==> config.mk <==
export PLATFORM = sky130hd
export DESIGN_NAME = bcd_key_entry_flat
export DESIGN_NICKNAME = d
export VERILOG_FILES = /design/src/rtl/bcd_key_entry_pkg.sv /design/src/rtl/bcd_key_entry_if.sv /design/src/rtl/bcd_key_entry_shift_field.sv /design/src/rtl/bcd_key_entry.sv /design/src/flat_wrapper.sv
export SDC_FILE = /design/constraint.sdc
export NUM_CORES = 1
export LEC_CHECK = 0
export CELL_PAD_IN_SITES_DETAIL_PLACEMENT = 1
export CELL_PAD_IN_SITES_GLOBAL_PLACEMENT = 1
export CORE_MARGIN = 4
export CORE_UTILIZATION = 42
export CTS_BUF_LIST = sky130_fd_sc_hd__clkbuf_4
export DETAILED_ROUTE_END_ITERATION = 12
export PLACE_DENSITY = 0.92
export SYNTH_ARGS = -nofsm -noshare
export SYNTH_HDL_FRONTEND = slang
export SYNTH_SLANG_ARGS = --single-unit
==> constraint.sdc <==
create_clock -name clk -period 3.09 [get_ports clk]
set_input_delay 0.7725 -clock clk [delete_from_list [all_inputs] [get_ports clk]]
set_output_delay 0.7725 -clock clk [all_outputs]
set_load 0.01 [all_outputs]
==> src/rtl/bcd_key_entry_pkg.sv <==
// Shared definitions for the keypad operand entry block: default key codes,
// FSM state encoding and a digit-range helper.
package bcd_key_entry_pkg;

   localparam logic [3:0] DEF_KEY_POINT = 4'hA;
   localparam logic [3:0] DEF_KEY_CLEAR = 4'hB;
   localparam logic [3:0] DEF_KEY_ENTER = 4'hC;
   localparam logic [3:0] DIGIT_MAX     = 4'd9;

   typedef enum logic [1:0] {
      ST_INT  = 2'd0,
      ST_FRAC = 2'd1,
      ST_DONE = 2'd2
   } state_t;

   function automatic logic is_digit(input logic [3:0] code);
      return code <= DIGIT_MAX;
   endfunction

endpackage

==> src/rtl/bcd_key_entry_if.sv <==
// Keypad strobe in, assembled BCD operand and status out.
// master = keypad/datapath side, slave = the entry block.
interface bcd_key_entry_if #(
   parameter int INT_DIGITS = 2
);
   logic                    key_valid;
   logic [3:0]              key_code;
   logic [4*INT_DIGITS-1:0] int_bcd;
   logic [3:0]              frac_bcd;
   logic                    has_point;
   logic [2:0]              int_count;
   logic                    ovf;
   logic                    entry_done;
   logic                    done_pulse;

   modport master (
      output key_valid, key_code,
      input  int_bcd, frac_bcd, has_point, int_count, ovf, entry_done, done_pulse
   );

   modport slave (
      input  key_valid, key_code,
      output int_bcd, frac_bcd, has_point, int_count, ovf, entry_done, done_pulse
   );
endinterface

==> src/rtl/bcd_key_entry_shift_field.sv <==
// Nibble shift register holding up to DIGITS BCD digits with a saturating
// count. clear and load together restart the field with a single digit.
module bcd_shift_field #(
   parameter int DIGITS = 2
) (
   input  logic                clk,
   input  logic                rst,
   input  logic                clear,
   input  logic                load,
   input  logic [3:0]          digit,
   output logic [4*DIGITS-1:0] field,
   output logic [2:0]          count,
   output logic                full
);

   assign full = (count == 3'(DIGITS));

   // Shift in at the low nibble so the first digit entered ends up most significant.
   always_ff @(posedge clk or posedge rst) begin
      if (rst) begin
         field <= '0;
         count <= '0;
      end else if (clear) begin
         if (load) begin
            field <= (4*DIGITS)'(digit);
            count <= 3'd1;
         end else begin
            field <= '0;
            count <= '0;
         end
      end else if (load && !full) begin
         field <= (field << 4) | (4*DIGITS)'(digit);
         count <= count + 3'd1;
      end
   end

endmodule

==> src/rtl/bcd_key_entry.sv <==
// Keypad operand capture: integer BCD digits, one fractional digit, and a
// completion level/pulse for the calculator datapath.
module bcd_key_entry
   import bcd_key_entry_pkg::*;
#(
   parameter int         INT_DIGITS = 2,
   parameter logic [3:0] KEY_POINT  = DEF_KEY_POINT,
   parameter logic [3:0] KEY_CLEAR  = DEF_KEY_CLEAR,
   parameter logic [3:0] KEY_ENTER  = DEF_KEY_ENTER
) (
   input  logic           clk,
   input  logic           rst,
   bcd_key_entry_if.slave bus
);

   state_t     state_q, state_next;
   logic [3:0] frac_q, frac_next;
   logic       frac_taken_q, frac_taken_next;
   logic       has_point_q, has_point_next;
   logic       ovf_q, ovf_next;
   logic       pulse_q, pulse_next;
   logic       shift_clear, shift_load, field_full;

   logic key_point, key_clear, key_enter, key_digit;

   // Control keys take precedence so a remapped code never doubles as a digit.
   assign key_point = bus.key_valid && (bus.key_code == KEY_POINT);
   assign key_clear = bus.key_valid && (bus.key_code == KEY_CLEAR);
   assign key_enter = bus.key_valid && (bus.key_code == KEY_ENTER);
   assign key_digit = bus.key_valid && is_digit(bus.key_code)
                      && !(bus.key_code == KEY_POINT)
                      && !(bus.key_code == KEY_CLEAR)
                      && !(bus.key_code == KEY_ENTER);

   bcd_shift_field #(
      .DIGITS (INT_DIGITS)
   ) u_int_field (
      .clk   (clk),
      .rst   (rst),
      .clear (shift_clear),
      .load  (shift_load),
      .digit (bus.key_code),
      .field (bus.int_bcd),
      .count (bus.int_count),
      .full  (field_full)
   );

   always_ff @(posedge clk or posedge rst) begin
      if (rst) begin
         state_q      <= ST_INT;
         frac_q       <= '0;
         frac_taken_q <= 1'b0;
         has_point_q  <= 1'b0;
         ovf_q        <= 1'b0;
         pulse_q      <= 1'b0;
      end else begin
         state_q      <= state_next;
         frac_q       <= frac_next;
         frac_taken_q <= frac_taken_next;
         has_point_q  <= has_point_next;
         ovf_q        <= ovf_next;
         pulse_q      <= pulse_next;
      end
   end

   always_comb begin
      state_next      = state_q;
      frac_next       = frac_q;
      frac_taken_next = frac_taken_q;
      has_point_next  = has_point_q;
      ovf_next        = ovf_q;
      pulse_next      = 1'b0;
      shift_clear     = 1'b0;
      shift_load      = 1'b0;

      if (key_clear) begin
         state_next      = ST_INT;
         frac_next       = '0;
         frac_taken_next = 1'b0;
         has_point_next  = 1'b0;
         ovf_next        = 1'b0;
         shift_clear     = 1'b1;
      end else begin
         case (state_q)
            ST_INT: begin
               if (key_digit) begin
                  if (field_full) ovf_next = 1'b1;
                  else            shift_load = 1'b1;
               end else if (key_point) begin
                  has_point_next = 1'b1;
                  state_next     = ST_FRAC;
               end else if (key_enter) begin
                  state_next = ST_DONE;
                  pulse_next = 1'b1;
               end
            end
            ST_FRAC: begin
               if (key_digit) begin
                  if (frac_taken_q) begin
                     ovf_next = 1'b1;
                  end else begin
                     frac_next       = bus.key_code;
                     frac_taken_next = 1'b1;
                  end
               end else if (key_enter) begin
                  state_next = ST_DONE;
                  pulse_next = 1'b1;
               end
            end
            ST_DONE: begin
               // A digit after completion starts the next operand in one step.
               if (key_digit) begin
                  state_next      = ST_INT;
                  frac_next       = '0;
                  frac_taken_next = 1'b0;
                  has_point_next  = 1'b0;
                  ovf_next        = 1'b0;
                  shift_clear     = 1'b1;
                  shift_load      = 1'b1;
               end
            end
            default: state_next = ST_INT;
         endcase
      end
   end

   assign bus.frac_bcd   = frac_q;
   assign bus.has_point  = has_point_q;
   assign bus.ovf        = ovf_q;
   assign bus.entry_done = (state_q == ST_DONE);
   assign bus.done_pulse = pulse_q;

endmodule

==> src/flat_wrapper.sv <==
// flat-port wrapper written by rule: the top's interface ports become plain ports
module bcd_key_entry_flat import bcd_key_entry_pkg::*;
#(
   parameter int         INT_DIGITS = 2,
   parameter logic [3:0] KEY_POINT  = DEF_KEY_POINT,
   parameter logic [3:0] KEY_CLEAR  = DEF_KEY_CLEAR,
   parameter logic [3:0] KEY_ENTER  = DEF_KEY_ENTER
)
  (clk, rst, bus_key_valid, bus_key_code, bus_int_bcd, bus_frac_bcd, bus_has_point, bus_int_count, bus_ovf, bus_entry_done, bus_done_pulse);
  bcd_key_entry_if #(.INT_DIGITS(INT_DIGITS)) bus_i ();
  input  logic clk;
  input  logic rst;
  input wire logic [$bits(bus_i.key_valid)-1:0] bus_key_valid;
  input wire logic [$bits(bus_i.key_code)-1:0] bus_key_code;
  output wire logic [$bits(bus_i.int_bcd)-1:0] bus_int_bcd;
  output wire logic [$bits(bus_i.frac_bcd)-1:0] bus_frac_bcd;
  output wire logic [$bits(bus_i.has_point)-1:0] bus_has_point;
  output wire logic [$bits(bus_i.int_count)-1:0] bus_int_count;
  output wire logic [$bits(bus_i.ovf)-1:0] bus_ovf;
  output wire logic [$bits(bus_i.entry_done)-1:0] bus_entry_done;
  output wire logic [$bits(bus_i.done_pulse)-1:0] bus_done_pulse;
  assign bus_i.key_valid = bus_key_valid;
  assign bus_i.key_code = bus_key_code;
  assign bus_int_bcd = bus_i.int_bcd;
  assign bus_frac_bcd = bus_i.frac_bcd;
  assign bus_has_point = bus_i.has_point;
  assign bus_int_count = bus_i.int_count;
  assign bus_ovf = bus_i.ovf;
  assign bus_entry_done = bus_i.entry_done;
  assign bus_done_pulse = bus_i.done_pulse;
  bcd_key_entry #(.INT_DIGITS(INT_DIGITS), .KEY_POINT(KEY_POINT), .KEY_CLEAR(KEY_CLEAR), .KEY_ENTER(KEY_ENTER)) u_core (.clk(clk), .rst(rst), .bus(bus_i));
endmodule
Word-level counts from Yosys, hierarchy flattened
Index checks and enable logic that the tools add are counted.
{"block": "classes", "n_reduce_logical": 22, "bitwise_logic": 1, "n_addsub": 1, "magnitude_cmp": 1, "n_eq_ne": 15, "n_mux": 45}
{"operator": "2-to-1 mux 1 bit", "count": 23}
{"operator": "2-to-1 mux 4 bit", "count": 5}
{"operator": "2-to-1 mux 8 bit", "count": 2}
{"operator": "inequality test 3 x 1 -> 1 bit, second input constant", "count": 5}
{"operator": "== test 4 bit, second input constant", "count": 3}
{"operator": "2-to-1 mux 2 bit", "count": 6}
{"operator": "inequality test 3 x 2 -> 1 bit, second input constant", "count": 3}
{"operator": "logical AND 1 bit", "count": 8}
{"operator": "OR 8 x 4 -> 8 bit", "count": 1}
{"operator": "one-hot mux 1 bit (2 select lines)", "count": 4}
{"operator": "one-hot mux 4 bit (2 select lines)", "count": 1}
{"operator": "AND reduction 4 bit", "count": 2}
{"operator": "2-to-1 mux 3 bit", "count": 2}
{"operator": "one-hot mux 2 bit (3 select lines)", "count": 1}
{"operator": "AND reduction 3 bit", "count": 2}
{"operator": "AND reduction 6 bit", "count": 1}
{"operator": "nonzero test 3 bit", "count": 2}
{"operator": "less-or-equal comparator 4 bit, second input constant", "count": 1}
{"operator": "zero test 1 bit", "count": 4}
{"operator": "nonzero test 4 bit", "count": 1}
{"operator": "adder 3 x 1 -> 3 bit, second input constant", "count": 1}
{"operator": "== test 3 x 2 -> 1 bit, second input constant", "count": 1}
{"operator": "inequality test 3 bit, second input constant", "count": 1}
{"operator": "one-hot mux 1 bit (3 select lines)", "count": 1}
{"operator": "other kinds (4)", "count": 4}
{"block": "word_totals", "word_cells": 93, "inputBits": 7, "reg_bits": 21}

Longest topological paths before layout
Gate-level depths: netlist of run 1.
{"block": "logic_depth", "depth_word": 11, "depth_mapped": 6, "depth_no_buf": 5}

Modules after synthesis
A second synthesis of run 1 with hierarchy kept.
{"block": "unflattened", "hier_cells": 108, "area_unflattened_um2": 1157.4}
{"module": "bcd_key_entry", "seq_area_each_um2": 250.2, "cells_per_inst": 60, "area_each_um2": 606.8, "n_inst": 1}
{"module": "bcd_shift_field", "seq_area_each_um2": 275.3, "cells_per_inst": 48, "area_each_um2": 550.5, "n_inst": 1}

Worst setup path before layout of run 1
Ideal clock, no wire load.
{"block": "synth_timing", "kind": "in2reg", "start": "in bus_key_valid", "end": "reg u_core.u_int_field.field[4]", "path_stages": 5, "t_arrival_ns": 1.711, "path_slack_ns": 1.257, "t_required_ns": 2.968, "setup_ns": 0.122, "cell_sequence": "buf_2 -> nand2b_4 -> a211o_1 -> buf_2 -> a32o_1"}
{"block": "synth_between", "elab_chain_len": 9}
{"element": "start, declared", "line": "flat_wrapper.sv:13", "text": "input wire logic [$bits(bus_i.key_valid)-1:0] bus_key_valid;"}
{"element": "logical AND 1 bit", "line": "bcd_key_entry.sv:30", "text": "assign key_digit = bus.key_valid && is_digit(bus.key_code)"}
{"element": "logical AND 1 bit", "line": "bcd_key_entry.sv:31", "text": "&& !(bus.key_code == KEY_POINT)"}
{"element": "logical AND 1 bit", "line": "bcd_key_entry.sv:32", "text": "&& !(bus.key_code == KEY_CLEAR)"}
{"element": "logical AND 1 bit", "line": "bcd_key_entry.sv:33", "text": "&& !(bus.key_code == KEY_ENTER);"}
{"element": "2-to-1 mux 1 bit (on tied branches)", "line": "bcd_key_entry.sv:112, bcd_key_entry.sv:86"}
{"element": "one-hot mux 1 bit (2 select lines)", "line": "bcd_key_entry.sv:84", "text": "case (state_q)"}
{"element": "2-to-1 mux 1 bit", "line": "bcd_key_entry.sv:76", "text": "if (key_clear) begin"}
{"element": "logical AND 1 bit", "line": "bcd_key_entry_shift_field.sv:31", "text": "end else if (load && !full) begin"}
{"element": "nonzero test 2 bit (no line)"}
{"element": "end signal, assigned", "line": "bcd_key_entry_shift_field.sv:25", "text": "field <= (4*DIGITS)'(digit);"}
{"element": "end signal, assigned", "line": "bcd_key_entry_shift_field.sv:32", "text": "field <= (field << 4) | (4*DIGITS)'(digit);"}
{"element": "end, declared", "line": "bcd_key_entry_shift_field.sv:11", "text": "output logic [4*DIGITS-1:0] field,"}
Several ways; a longest one is shown, not always the timed one.
A chain may end at the register's enable or synchronous reset.

Worst setup path after layout of run 1
{"block": "layout_timing", "start": "reg u_core.state_q[0]", "end": "out bus_entry_done"}
{"block": "layout_between", "elab_chain_len": 1}
{"element": "start, declared", "line": "bcd_key_entry.sv:16", "text": "state_t state_q, state_next;"}
{"element": "start signal, assigned", "line": "bcd_key_entry.sv:57", "text": "state_q <= state_next;"}
{"element": "== test 2 bit", "line": "bcd_key_entry.sv:130", "text": "assign bus.entry_done = (state_q == ST_DONE);"}
{"element": "end, declared", "line": "flat_wrapper.sv:20", "text": "output wire logic [$bits(bus_i.entry_done)-1:0] bus_entry_done;"}
No other way between the ends.

==> metrics.md, run 1 <==
| Metric | Value |
|---|---|
| Run status | finished, final reports clean |
| CTS root buffer | clkbuf_4 |
| Sequential fraction of the synthesis area | 48.2% |
| Nets | 138 |
| Finished Core Util | 56.2% |
| Leak | 0.643 nW |
| Die height | 59.0 um |
| Footprint of the multi-input gates | 502 um2 |
| IO buf count | 25 |
| Placer congestion estimate | 0.768 |
| Num rows | 18 |
| Origin of the worst min-delay path | u_core.bus.ovf |
| Global-route congestion overflow total | 0 |
| R2R Path End | u_core.u_int_field.field[0] |
| R2r setup slk | 1260 ps |
| Cells after Synth | 103 |
| Overall power | 0.00107 W |
| Mapped Area | 1090 um2 |
| CTS Hold Buffers Added | 0 |
| Measured slew at the worst slew-check pin | 825 ps |
| Syn. warnings | 0 |
| Pin count of the biggest net entering global routing | 22 |
| First-pass GRT wire length | 5.03 mm |
| Post_cts resized | 0 |
| CP Capture Type | primary output |
| Vias | 932 |
| Vias in the first global route | 999 |
| Via density per instance | 5.90 |
| Synth cell types | 37 |
| Htree depth | 1 |
| Antenna viol nets, final | 0 |
| Area Overhead vs Synth | 27.5% |
| Io pins | 26 |
| DR pass1 iterations | 4 |
| Std-Cell Core Area | 2480 um2 |
| Fin Clk Skew | 2.18 ps |
| Setup TNS | 0 ps |
| Register area | 526 um2 |
| Fin. max-slew vios | 0 |
| Initial DRC Count | 32 |
| RR Startpoint | u_core.u_int_field.count[0] |
| Worst-path clk slew | 120 ps |
| Fin crit share | 82.1% |
| Critical path arrival | 1770 ps |
| Flip-flop and latch count after synthesis | 21 |
| Layout filler cell count | 293 |
| CP required | 2320 ps |
| Die W | 59.0 um |
| CTS sink cnt | 21 |
| Cell taking the most area after synthesis | dfrtp_1 |
| Area fraction of the dominant cell type after synthesis | 48.2% |
| DRC | 0 |
| Antenna cell count | 0 |
| Worst vdd ir | 0.635 mV |
| Pwr/cell area | 766 nW/um2 |
| Hold Path Class | flop to flop |
| Final Hold Fails | 0 |
| Hold depth | 2 |
| Max clock buf depth | 2 |
| Initial antenna violation count | 0 |
| Fin crit period | 2540 ps |
| Final setup fails | 0 |
| TritonCTS clock tree | done |
| Final WL | 2.97 mm |
| Detail Placement HPWL | 2.21 mm |
| FF-to-FF path depth | 5 |
| Syn Nets | 112 |
| Top post-synthesis cells by area | dfrtp_1 48%, mux2i_1 7.3%, o21ai_0 4.1% |
| Wirelength per Cell | 18.8 um |
| Rel. slew slack | 45.0% |
| All-Layer GR Usage | 19.1% |
| Die area | 3480 um2 |
| Hold Path Sink | u_core.bus.ovf |
| CTS Buf Count | 3 |
| MaxCap Viol Count | 0 |
| Layout cells sized above 1 | 9.38% |
| Clock Latency Late Sink | 310 ps |
| Crit Path Class | flop to primary output |
| Max Freq | 0.394 GHz |
| Synthesized area per cell | 10.6 um2 |
| CP Launch Type | flop |
| Worst-path fanout max | 10 |
| Initial Util | 44.0% |
| Postcts setup bufs | 0 |
| Unrepaired setup endpoints after global routing | false |
==> where the power goes <==
group	leakage [nW]	total, W	internal [W]	switching [W]
clock	0.0177	0.000136	0.0000484	0.0000875
sequential	0.267	0.000451	0.000371	0.0000808
combinational	0.359	0.000478	0.000268	0.000210
==> sequential cells by signal, indices dropped and copies added (netlist names) <==
name / flops
u_core.u_int_field.count: 3
u_core.bus.has_point: 1
u_core.bus.done_pulse: 1
u_core.frac_taken_q: 1
u_core.bus.ovf: 1
u_core.bus.frac_bcd: 4
u_core.state_q: 2
u_core.u_int_field.field: 8
==> logic make-up (layout without fill, tap and decap cells) <==
kind of cell             after synthesis  in the layout  synth area share, %
multiplexers                           8              8                 7.34
flip-flops                            21             21                 48.2
AO/OA/AOI/OAI                         32             32                 21.0
adder cells (fa/ha/maj)                2              2                 2.29
AND/OR/NAND/NOR                       24             24                 15.4
buffers and inverters                 16             41                 5.85
==> metal layers <==
metal / wire length (um) / vias up / share of wire [%] / track usage, %
li1: - / 429 / - / -
met1: 1200 / 472 / 40 / 25.0
met4: 19 / 0 / 0.64 / 3.24
met2: 1640 / 29 / 55 / 33.9
met5: 0 / - / 0 / 0
met3: 112 / 2 / 3.8 / 2.63
==> cells in the mapped netlist, drive strengths merged <==
master    n
nand3     1
nor4      3
o211ai    2
nor2b     2
or4b      1
o22ai     1
o21ai    10
nand4bb   1
inv      11
a211oi    3
dfrtp    21
ha        2
nor3      2
a211o     1
a21oi     5
mux2i     8
a31oi     1
o31ai     3
nor3b     2
or2       1
and3b     1
nor2      2
nand4b    1
nand2b    2
nand4     1
a32o      4
a21o      1
nand2     3
clkbuf    2
o21a      1
buf       3
or3       1
==> how the worst max path moves through the flow <==
stage                            startpoint                     endpoint
after CTS                 u_core.state_q[0]               bus_entry_done
after floorplan               bus_key_valid  u_core.u_int_field.field[4]
after global placement        bus_key_valid  u_core.u_int_field.field[7]
after global routing      u_core.state_q[0]               bus_entry_done
after detailed placement      bus_key_valid  u_core.u_int_field.field[5]
final                     u_core.state_q[0]               bus_entry_done
==> cell type report <==
type / count / share of cell area [%]
multi-input cells: 66 / 36.1
well taps: 30 / 2.70
clock buffers: 3 / 1.62
clock inverters: 1 / 0.360
flip-flops and latches: 21 / 37.8
inverters: 11 / 2.97
repair buffers: 26 / 18.5
==> per-stage QoR <==
stage	setup WS [ps]	cell area (um2)	hold WS [ps]	instances
after floorplan	1260	1090	538	103
after global routing	440	1390	563	158
after global placement	646	1360	508	154
final	552	1390	544	158
after CTS	555	1390	551	158
after detailed placement	547	1360	524	154
==> critical path, stage by stage, from the launching register on <==
cell and delay, ps:
dfrtp_1 490, nand2b_1 280, inv_1 140, clkdlybuf4s50_1 540
==> cell usage in the layout (no fill, tap or decap), types with 3 or more instances in the layout <==
| master | instances |
|---|---|
| clkdlybuf4s50_1 | 25 |
| dfrtp_1 | 21 |
| inv_1 | 11 |
| o21ai_0 | 9 |
| mux2i_1 | 8 |
| a21oi_1 | 5 |
| a32o_1 | 4 |
| o31ai_1 | 3 |
| nand2_1 | 3 |
| clkbuf_4 | 3 |
Note: power is estimated with default switching activity, not from simulation.
==> run 2, diff against run 1 <==
Settings changed: CORE_UTILIZATION 42 to 39, PLACE_DENSITY 0.92 to 0.87.
Clock period 3.09 ns to 2.6 ns, I/O delays scaled along.
==> run 2 against run 1 <==
Clock-buffer cell count is 1 higher. Worst setup slack worse by 360 ps. Design area is 2.3% higher. Hold slack worse by 10 ps. Largest power group unchanged. Largest cell class unchanged. Flip-flop and latch count stayed put.
==> metrics.md, run 2 (same netlist as run 1, synthesis figures left out) <==
| Metric | Value |
|---|---|
| Run status | finished, final reports clean |
| Rel. slew slack | 57.5% (+13 points) |
| CP Capture Type | primary output |
| Final setup fails | 0 (unchanged) |
| IO buf count | 25 (unchanged) |
| DRC | 0 (unchanged) |
| CTS root buffer | clkbuf_4 |
| CP required | 1950 ps (-370 ps) |
| Area Overhead vs Synth | 30.5% |
| Num rows | 18 (unchanged) |
| Via density per instance | 5.48 (-7.1%) |
| Max Freq | 0.416 GHz |
| Pin count of the biggest net entering global routing | 22 (unchanged) |
| Layout cells sized above 1 | 12.1% (+2.7 points) |
| Finished Core Util | 55.5% (-0.70 points) |
| TritonCTS clock tree | done |
| Commonest non-fill, non-tap cells in the layout | 25 x clkdlybuf4s50_1, 21 x dfrtp_1, 11 x inv_1, 9 x o21ai_0, 8 x mux2i_1 |
| Initial antenna violation count | 0 (unchanged) |
| Top reg by flops | u_core.u_int_field.field |
| Final Hold Fails | 0 (unchanged) |
| Critical path arrival | 1760 ps (about the same) |
| Die area | 3710 um2 (+6.6%) |
| Worst-path fanout max | 10 (unchanged) |
| Clock Latency Late Sink | 310 ps (about the same) |
| Fin. max-slew vios | 0 (unchanged) |
| Wirelength per Cell | 17.6 um (-6.0%) |
| First-pass GRT wire length | 4.77 mm (-5.1%) |
| Placer congestion estimate | 0.749 (-2.4%) |
| Antenna viol nets, final | 0 (unchanged) |
| Fin crit period | 2410 ps |
| Leak | 0.663 nW (+3.1%) |
| MaxCap Viol Count | 0 (unchanged) |
| Nets | 142 (+2.9%) |
| Crit Path Class | flop to primary output |
| Hold Path Class | flop to flop |
| Setup TNS | 0 ps (unchanged) |
| Fin Clk Skew | 12.2 ps (+10.0 ps) |
| CTS Hold Buffers Added | 0 (unchanged) |
| Initial DRC Count | 8 (-75%) |
| Htree depth | 1 (unchanged) |
| CP Launch Type | flop |
| Slowest CP cell | clkdlybuf4s50_1 |
| Vias in the first global route | 1008 (+0.90%) |
| Cell Chain, Critical Path | nand2b_1 -> inv_1 -> clkdlybuf4s50_1 |
| Max incr delay on CP | 540 ps (about the same) |
| CTS sink cnt | 21 (unchanged) |
| Pwr/cell area | 890 nW/um2 (+16%) |
| CTS Buf Count | 3 (unchanged) |
| Max reg flops | 8 (unchanged) |
| Commonest non-fill, non-tap cell in the layout | clkdlybuf4s50_1 |
| Final WL | 2.86 mm (-3.6%) |
| Worst vdd ir | 0.539 mV (-15%) |
| Vias | 888 (-4.7%) |
| Antenna cell count | 0 (unchanged) |
| Measured slew at the worst slew-check pin | 633 ps (-192 ps) |
| Fin crit share | 92.5% |
| All-Layer GR Usage | 17.5% (-1.7 points) |
| Max clock buf depth | 2 (unchanged) |
| Io pins | 26 (unchanged) |
| Die height | 60.9 um (+3.3%) |
| Postcts setup bufs | 0 (unchanged) |
| Global-route congestion overflow total | 0 (unchanged) |
| Detail Placement HPWL | 2.21 mm (+0.31%) |
| Std-Cell Core Area | 2570 um2 (+3.6%) |
| DR pass1 iterations | 3 (-1) |
| Unrepaired setup endpoints after global routing | false |
| Post_cts resized | 0 (unchanged) |
| Worst-path clk slew | 110 ps (about the same) |
| Initial Util | 42.5% (-1.5 points) |
| Die W | 60.9 um (+3.3%) |
==> run 2: cell count changes in the layout (fill, tap and decap cells not counted), sizes merged <==
cell    before  now
clkbuf       3    4
clkinv       1    0
buf          1    5
==> run 2: area by class of cell <==
cell class | instances | area, um2
clock buffer | 4 | 30.0
fill | 296 | 1140
inverter | 11 | 41.3
multi-input combinational | 66 | 502
sequential | 21 | 526
tap | 30 | 37.5
timing repair buffer | 30 | 288
==> run 2: metal layers <==
layer,vias up,wire (um),global-route usage (%)
li1,431,-,-
met2,16,1450,29.9
met1,439,1300,22.9
met3,2,88,2.34
met5,-,0,0
met4,0,15,5.26
==> run 2: path summary, 6_finish.rpt <==
| kind | depth (start not counted) | endpoint | slack (ps) | start |
|---|---|---|---|---|
| min | 2 | u_core.bus.ovf | 530 | u_core.bus.ovf |
| min in group asynchronous | 3 | u_core.u_int_field.field[6] | 660 | rst |
| max in group asynchronous | 3 | u_core.bus.done_pulse | 1710 | rst |
| max | 3 | bus_entry_done | 190 | u_core.state_q[0] |
| max reg2reg | 5 | u_core.u_int_field.field[7] | 810 | u_core.u_int_field.count[0] |
| min reg2reg | 2 | u_core.bus.ovf | 530 | u_core.bus.ovf |
==> run 2: per-stage QoR <==
stage | setup slack, ps | hold WS, ps | total power, W | area (um2) | std cells
after floorplan | 890 | 538 | 0.000791 | 1090 | 103
after global placement | 322 | 500 | 0.00108 | 1390 | 158
after detailed placement | 302 | 523 | 0.00111 | 1390 | 158
after CTS | 167 | 542 | 0.00128 | 1420 | 162
after global routing | 89.9 | 578 | 0.00137 | 1420 | 162
final | 194 | 534 | 0.00127 | 1420 | 162
==> run 2: critical path, delay by kind of cell (launching register included) <==
kind / cells / cell delay, ps
and+or+nand+nor: 1 / 290
DFF: 1 / 490
buffers and inverters: 2 / 680
==> run 2: where the power goes <==
group	leakage [nW]	total, W	switching (W)	internal [W]
clock network	0.0184	0.000173	0.000102	0.0000702
logic	0.378	0.000566	0.000242	0.000323
registers	0.267	0.000529	0.0000889	0.000440
total	0.663	0.00127	0.000434	0.000834
